<file path="config.mk">
export PLATFORM = sky130hd
export DESIGN_NAME = counter_status_tx
export DESIGN_NICKNAME = d
export VERILOG_FILES = /design/src/rtl/counter_status_tx.sv
export SDC_FILE = /design/constraint.sdc
export NUM_CORES = 1
export LEC_CHECK = 0
export CORE_UTILIZATION = 42
export DETAILED_ROUTE_END_ITERATION = 6
export GPL_ROUTABILITY_DRIVEN = 0
export PLACE_DENSITY = 0.72
export RECOVER_POWER = 25
export SYNTH_ARGS = -nofsm -noshare
export SYNTH_HDL_FRONTEND = slang
export SYNTH_SLANG_ARGS = --single-unit
</file>
<file path="constraint.sdc">
create_clock -name clk -period 1.7 [get_ports clk]
set_input_delay 0.425 -clock clk [delete_from_list [all_inputs] [get_ports clk]]
set_output_delay 0.425 -clock clk [all_outputs]
set_load 0.01 [all_outputs]
</file>
<file path="src/rtl/counter_status_tx.sv">
// counter_status_tx: pushes an ASCII status line ("R/S", "U/D", "C/-", LF) into the UART TX FIFO
// whenever the counter control levels change. Define STATUS_CRLF_EN to end lines with CR LF.
module counter_status_tx (
  input  logic       clk,
  input  logic       rst_n,
  input  logic       i_run,
  input  logic       i_mode,
  input  logic       i_clear,
  input  logic       i_tx_full,
  output logic       o_push,
  output logic [7:0] o_push_data,
  output logic       o_busy
);

`ifdef STATUS_CRLF_EN
  localparam int MSG_LEN = 5;
`else
  localparam int MSG_LEN = 4;
`endif

  // FIFO handshake: a byte is written on the rising edge where o_push = 1; o_push is only
  // raised in SEND while i_tx_full = 0, and o_push_data holds the current byte until written.
  typedef enum logic {
    IDLE = 1'b0,
    SEND = 1'b1
  } state_e;

  state_e     state_q;
  logic       run_q;
  logic       mode_q;
  logic       clr_seen_q;
  logic       pend_q;
  logic       snap_run_q;
  logic       snap_mode_q;
  logic       snap_clr_q;
  logic [2:0] idx_q;

  logic       evt;
  logic       push;
  logic       last_byte;
  logic       take_snap;
  logic [7:0] byte_d;

  assign evt       = (i_run != run_q) | (i_mode != mode_q) | i_clear;
  assign push      = (state_q == SEND) & ~i_tx_full;
  assign last_byte = (idx_q == 3'(MSG_LEN - 1));
  // An event on the final push edge restarts directly rather than parking in pend.
  assign take_snap = ((state_q == IDLE) & evt) | (push & last_byte & (pend_q | evt));

  always_comb begin
    byte_d = 8'h00;
    if (state_q == SEND) begin
      case (idx_q)
        3'd0:    byte_d = snap_run_q  ? 8'h52 : 8'h53;
        3'd1:    byte_d = snap_mode_q ? 8'h44 : 8'h55;
        3'd2:    byte_d = snap_clr_q  ? 8'h43 : 8'h2D;
`ifdef STATUS_CRLF_EN
        3'd3:    byte_d = 8'h0D;
        3'd4:    byte_d = 8'h0A;
`else
        3'd3:    byte_d = 8'h0A;
`endif
        default: byte_d = 8'h00;
      endcase
    end
  end

  assign o_push      = push;
  assign o_push_data = byte_d;
  assign o_busy      = (state_q == SEND);

  always_ff @(posedge clk or negedge rst_n) begin
    if (!rst_n) begin
      state_q     <= IDLE;
      run_q       <= 1'b0;
      mode_q      <= 1'b0;
      clr_seen_q  <= 1'b0;
      pend_q      <= 1'b0;
      snap_run_q  <= 1'b0;
      snap_mode_q <= 1'b0;
      snap_clr_q  <= 1'b0;
      idx_q       <= 3'd0;
    end else begin
      run_q  <= i_run;
      mode_q <= i_mode;
      if (take_snap) begin
        state_q     <= SEND;
        snap_run_q  <= i_run;
        snap_mode_q <= i_mode;
        snap_clr_q  <= clr_seen_q | i_clear;
        clr_seen_q  <= 1'b0;
        pend_q      <= 1'b0;
        idx_q       <= 3'd0;
      end else if (state_q == SEND) begin
        if (push && last_byte) begin
          state_q <= IDLE;
          idx_q   <= 3'd0;
        end else begin
          if (push) idx_q <= idx_q + 3'd1;
          if (evt) pend_q <= 1'b1;
          if (i_clear) clr_seen_q <= 1'b1;
        end
      end
    end
  end

endmodule

</file>
==> results.yml, run 1 <==
status:
  status: "complete, but fails checks"
  violations: "negative setup slack"
route:
  drtIter0Drc: 5
  finalWirelength_um: 1580
  drt-vias-per-instance: 5.069
  drc: 0
  routedWlPerCell_um: 13.62
  ant_nets: 0
  via_count: 588
  first_pass_iters: 4
global_route:
  overflow: 0
  grt_pass1_wl_um: 2677
  grt_antenna_before_repair: 0
  grt_max_degree: 12
  grt_usage_pct: 20.69
  grt_pass1_vias: 605
power:
  power_frac_seq_pct: 26.9
  finalPower_w: 0.001469
  p_int_w: 0.0009047
  clockPowerShare_pct: 12.1
  cellPowerDensity_mw_per_mm2: 1392
  switching_power_w: 0.0005638
  ir_worst_vdd_uv: 719.9
  leakage_nw: 0.4723
  comb_power_share_pct: 61.0
  swShare_pct: 38.39
sta:
  setup_slack_ps: -376.5
  fin_crit_sh_pct: 122.1
  worst_pin_slew_ps: 511.7
  slew_headroom_pct: 65.78
  clock_skew_ps: 1.275
  hold_ws_ps: 525.2
  rsz0062_at_grt: "true"
  finalMaxSlewViolations: 0
  setup_viol: 10
  layout_min_cycle_time_ps: 2076
  max_freq_mhz: 481.6
  finalHoldViolCount: 0
yosys:
  synth-seq-cells: 11
  synth_top_family_by_area: "simple AND/OR/NAND/NOR gates"
  netlist_instances: 64
  syn_nets: 74
  synth-simple-area-share_pct: 20.85
  synthesis.area_um2: 678.2
  yosysSeqAreaShare_pct: 40.59
  synth_fa_ha_area_share_pct: 7.380
  synth_area_per_cell_um2: 10.60
  synth_compound_area_share_pct: 14.39
  synth_cell_types: 29
  synth_warnings: 0
  synthMuxAreaShare_pct: 10.33
  synthXorXnorAreaFrac_pct: 2.583
setup_path:
  crit_required_ps: 1270
  max_stage_delay_ps: 470
  arrival_ps: 1650
  setup.worst_path.end_class: "output port"
  cp_cell_sequence: "ha_2 > buf_4 > nor2b_1 > o31a_1 > buf_2"
  start_kind: "flop"
  path_max_fanout: 4
  reg2reg_depth: 7
  cpMaxStageDelayCell: "dfrtp_2"
  critPathKind: "reg -> out"
placement:
  io_buffers: 14
  pre_cts_ws_ps: -576.5
  dp_hpwl_um: 1149
final_layout:
  multiInputGateArea_um2: 465.4
  fillCellCount: 112
  antenna_cells: 0
  syn_to_final_growth_pct: 55.53
  drive_gt1_share_pct: 51.00
  final_util_pct: 70.02
  final_nets: 111
  ff_latch_area_um2: 276.5
floorplanning:
  start_util_pct: 45.02
  fp.dieW_um: 42.18
  die_h_um: 42.18
  dieArea_mm2: 0.001779
  io_pins: 16
  core_area_mm2: 0.001506
  rows: 14
clocking:
  path_clk_slew_ps: 70
  cts_tree: "built"
  cts_buffers: 3
  cts_sinks: 11
  worst_skew_pair.late_latency_ps: 270
  cts_htree_levels: 1
  clockRootBuffer: "clkbuf_4"
  cts-hold-fix-buffers: 0
  clock_path_buffers: 2
min_path:
  hold_path.class: "reg -> reg"
  hold_depth: 1
run:
  drv_cap: 0
cell type report:
| class | count | share of cell area (%) |
|---|---|---|
| clock buffers | 4 | 2.491 |
| inverters | 4 | 1.661 |
| flip-flops and latches | 11 | 26.22 |
| repair buffers | 33 | 23.61 |
| well taps | 16 | 1.898 |
| multi-input cells | 48 | 44.13 |
per-layer routing:
metal  track usage (%)  vias to the layer above  part of all wire [%]  wire [um]
met2             32.62                       14                    50        797
met5                 0                        -                     0          0
met4             13.13                        0                  0.95         15
met1             26.67                      281                    46        733
met3             2.586                        2                   2.2         34
li1                  -                      291                     -          -
cell usage after synthesis:
library cell	n	share of area (%)
nor3_1	1	0.74
nor4_1	1	0.92
o21a_1	3	3.3
inv_1	3	1.7
nand2_2	1	0.92
ha_1	4	7.4
inv_2	1	0.55
o211a_1	1	1.5
and2_1	1	0.92
a21oi_4	1	2.4
nor3_2	1	1.5
and4bb_4	1	2.4
nand3b_1	1	1.1
a21oi_1	2	1.5
nor2_1	6	3.3
nor2b_1	3	2.8
xor2_1	2	2.6
nor3_4	1	2.4
dfrtp_1	11	41
o22ai_1	1	0.92
buf_4	1	1.1
nor3b_1	1	1.1
conb_1	1	0.55
a2bb2oi_1	1	1.3
mux2i_1	4	5.9
a21boi_1	2	2.2
nand2_1	5	2.8
o31a_1	1	1.3
mux2_4	2	4.4
cells by family (layout without fill, tap and decap cells):
kind of cell,count (synthesis),in the layout
simple gates,23,23
compound gates,12,12
flops,11,11
mux,6,6
buf+inv,5,41
fa+ha+maj,4,4
xor+xnor,2,2
other cells,1,1
final timing paths:
check	startpoint	to	slack, ps
max	idx_q[0]	o_push_data[0]	-380
min	snap_mode_q	snap_mode_q	530
max reg2reg	idx_q[1]	snap_run_q	-70
min reg2reg	snap_mode_q	snap_mode_q	530
max in group asynchronous	rst_n	idx_q[0]	770
min in group asynchronous	rst_n	o_busy	560
stage by stage:
| step | cells | cell area [um2] | setup TNS [ps] |
|---|---|---|---|
| floorplan | 64 | 691.9 | 0 |
| global placement | 109 | 964.7 | -4058 |
| detailed placement | 109 | 964.7 | -5018 |
| CTS | 116 | 1051 | -2689 |
| global route | 116 | 1055 | -3446 |
| finish | 116 | 1055 | -2566 |
power groups by stage:
stage | Sequential, W | Combinational (W) | Clock (W)
after floorplan | 0.000378 | 0.000453 | 0
after detailed placement | 0.000391 | 0.000838 | 0
after CTS | 0.000392 | 0.000909 | 0.000187
after global placement | 0.000382 | 0.000806 | 0
final | 0.000394 | 0.000896 | 0.000178
after global routing | 0.000402 | 0.000983 | 0.000196
timing repair:
action                                  4_1_cts  5_1_grt
hold endpoints to repair                      0        0
pin swaps                                     5        6
endpoints found under the setup margin       11       12
buffers inserted                              4        1
resized for setup                            47        5
worst max-delay path: cells and delay by family (launching register included):
family          cells  cell delay, ps
buf+inv             2             280
simple gates        1             140
flops               1             470
fa+ha+maj           1             220
compound gates      1             270
flip-flops by register name (all words and copies together) (netlist names):
name / cells
pend_q: 1
o_busy: 1
snap_clr_q: 1
mode_q: 1
snap_mode_q: 1
idx_q: 3
snap_run_q: 1
run_q: 1
clr_seen_q: 1
cell usage in the layout (no fill, tap or decap), types with 2 or more instances in the layout:
master / netlist / layout
mux2_4: 2 / 2
buf_2: 0 / 7
dlygate4sd3_1: 0 / 3
buf_6: 0 / 2
buf_4: 1 / 17
dfrtp_1: 11 / 10
nor2_1: 6 / 5
a21oi_1: 2 / 2
nand2_1: 5 / 5
nor3_4: 1 / 2
clkdlybuf4s50_1: 0 / 2
xor2_1: 2 / 2
ha_4: 0 / 3
mux2i_1: 4 / 3
o21a_1: 3 / 3
inv_2: 1 / 2
nor2b_1: 3 / 3
clkbuf_4: 0 / 3
a21boi_2: 0 / 2
Power figures use the tool's default switching activity.
==> run 2: changes to the inputs <==
- CAP_MARGIN: default -> 0
- SETUP_SLACK_MARGIN: default -> 0.05
==> run 2 against run 1 <==
Net effect: the flow still finishes with violations (negative setup slack); setup slack got worse by 5.6 ps; critical path depth rose by 1; combinational power is 5.5% lower; die area did not move; flip-flop and latch count is the same; non-clock buffer count decreased by 2; global-route usage down 1.9 points; maximum frequency down 0.27%; count of clock-buffer cells in the layout did not move; clock power about the same; critical path type unchanged.
==> results.yml, run 2 (synthesis gave the netlist of run 1 again) <==
power:
  comb_power_share_pct: 59.2
  clockPowerShare_pct: 12.5
  power_frac_seq_pct: 28.3
  cellPowerDensity_mw_per_mm2: 1388
  p_int_w: 0.0008888
  switching_power_w: 0.0005425
  leakage_nw: 0.4575
  finalPower_w: 0.001431
  swShare_pct: 37.90
  ir_worst_vdd_uv: 856.3
floorplanning:
  dieArea_mm2: 0.001779
  die_h_um: 42.18
  rows: 14
  fp.dieW_um: 42.18
  start_util_pct: 45.02
  core_area_mm2: 0.001506
  io_pins: 16
sta:
  finalMaxSlewViolations: 0
  setup_slack_ps: -382.1
  slew_headroom_pct: 66.32
  max_freq_mhz: 480.3
  hold_ws_ps: 518.9
  rsz0062_at_grt: "true"
  setup_viol: 9
  clock_skew_ps: 1.238
  tns_ps: -2547
  worst_pin_slew_ps: 503.5
  layout_min_cycle_time_ps: 2082
  fin_crit_sh_pct: 122.5
  finalHoldViolCount: 0
global_route:
  grt_pass1_vias: 580
  grt_max_degree: 12
  grt_antenna_before_repair: 0
  overflow: 0
  grt_usage_pct: 18.81
  grt_pass1_wl_um: 2449
clocking:
  path_clk_slew_ps: 70
  cts_sinks: 11
  cts-hold-fix-buffers: 0
  clock_path_buffers: 2
  cts_htree_levels: 1
  cts_buffers: 3
  worst_skew_pair.late_latency_ps: 270
  clockRootBuffer: "clkbuf_4"
  cts_tree: "built"
final_layout:
  layout.cells.most_common: "buf_4"
  syn_to_final_growth_pct: 52.03
  design_area_mm2: 0.001031
  ff_latch_area_um2: 277.8
  fillCellCount: 121
  drive_gt1_share_pct: 51.02
  antenna_cells: 0
  regMostFlops: "idx_q"
  multiInputGateArea_um2: 461.7
  final_util_pct: 68.44
  final_nets: 109
  largest_reg_flops: 3
  layout_common_cells: "buf_4, dfrtp_1, buf_2"
route:
  finalWirelength_um: 1450
  wl_met2_um: 784
  first_pass_iters: 3
  wl_met1_um: 599
  wl_met3_um: 56
  ant_nets: 0
  drc: 0
  maxUsedRoutingLayer: "met4"
  routedWlPerCell_um: 12.72
  via_count: 579
  drt-vias-per-instance: 5.079
  drtIter0Drc: 8
setup_path:
  cp_cell_sequence: "inv_4 > ha_4 > nor4_4 > nor3_4 > a21boi_2 > buf_2"
  r2r_end: "snap_run_q"
  endpoint: "o_push_data[1]"
  cpMaxStageDelayCell: "dfrtp_2"
  critPathKind: "reg -> out"
  reg2reg_depth: 6
  arrival_ps: 1660
  max_stage_delay_ps: 440
  r2r-start: "idx_q[0]"
  setup.worst_path.end_class: "output port"
  path_max_fanout: 7
  critical_path.startpoint: "idx_q[0]"
  crit_required_ps: 1270
  ff2ff_setup_slack_ps: -50
  start_kind: "flop"
placement:
  dp_hpwl_um: 1125
  io_buffers: 14
  place_area_mm2: 0.001006
status:
  violations: "negative setup slack"
  status: "complete, but fails checks"
min_path:
  hold_depth: 1
  hold_path.class: "reg -> reg"
run:
  drv_cap: 0
[run 2: final cells by class]
cell class                 count  area share (%)
multi-input combinational     48           44.78
sequential                    11           26.94
timing repair buffer          31           21.84
clock buffer                   4           2.549
inverter                       4           1.942
tap                           16           1.942
[run 2: what timing repair did]
item	in CTS	in global routing
pin swaps	5	2
gates cloned	0	0
buffers inserted	1	1
hold endpoints to repair	0	0
setup endpoints to repair	11	13
resized for setup	39	3
[run 2: metrics by stage]
stage,setup slack (ps),std cells
5_1_grt,-470.1,114
6_report,-382.1,114
2_1_floorplan,17.03,64
3_3_place_gp,-505.8,109
3_5_place_dp,-580.5,109
4_1_cts,-381.1,113
[run 2: power by group through the flow]
stage	logic, W	clock network, W	registers [W]
2_1_floorplan	0.000501	0	0.000392
3_3_place_gp	0.000856	0	0.000399
3_5_place_dp	0.000877	0	0.000402
4_1_cts	0.000837	0.000189	0.000406
5_1_grt	0.000930	0.000207	0.000413
6_report	0.000847	0.000179	0.000405
[run 2: worst min-delay path by stage]
stage | start | end
2_1_floorplan | rst_n | clr_seen_q
3_3_place_gp | pend_q | clr_seen_q
3_5_place_dp | snap_mode_q | snap_mode_q
4_1_cts | rst_n | snap_run_q
5_1_grt | pend_q | clr_seen_q
6_report | snap_mode_q | snap_mode_q
[run 2: layer usage]
metal / track usage [%] / vias to the layer above
met4: 5.625 / 0
met3: 6.466 / 2
met2: 32.92 / 11
met5: 0 / -
li1: - / 291
met1: 21.43 / 275
[run 2: worst max-delay path, delay by kind of cell, from the launching register on]
kind / cells / cell delay (ps)
AOI/OAI and AO/OA: 1 / 160
adders and majority gates: 1 / 160
buffers and inverters: 2 / 200
DFF: 1 / 440
and+or+nand+nor: 2 / 420
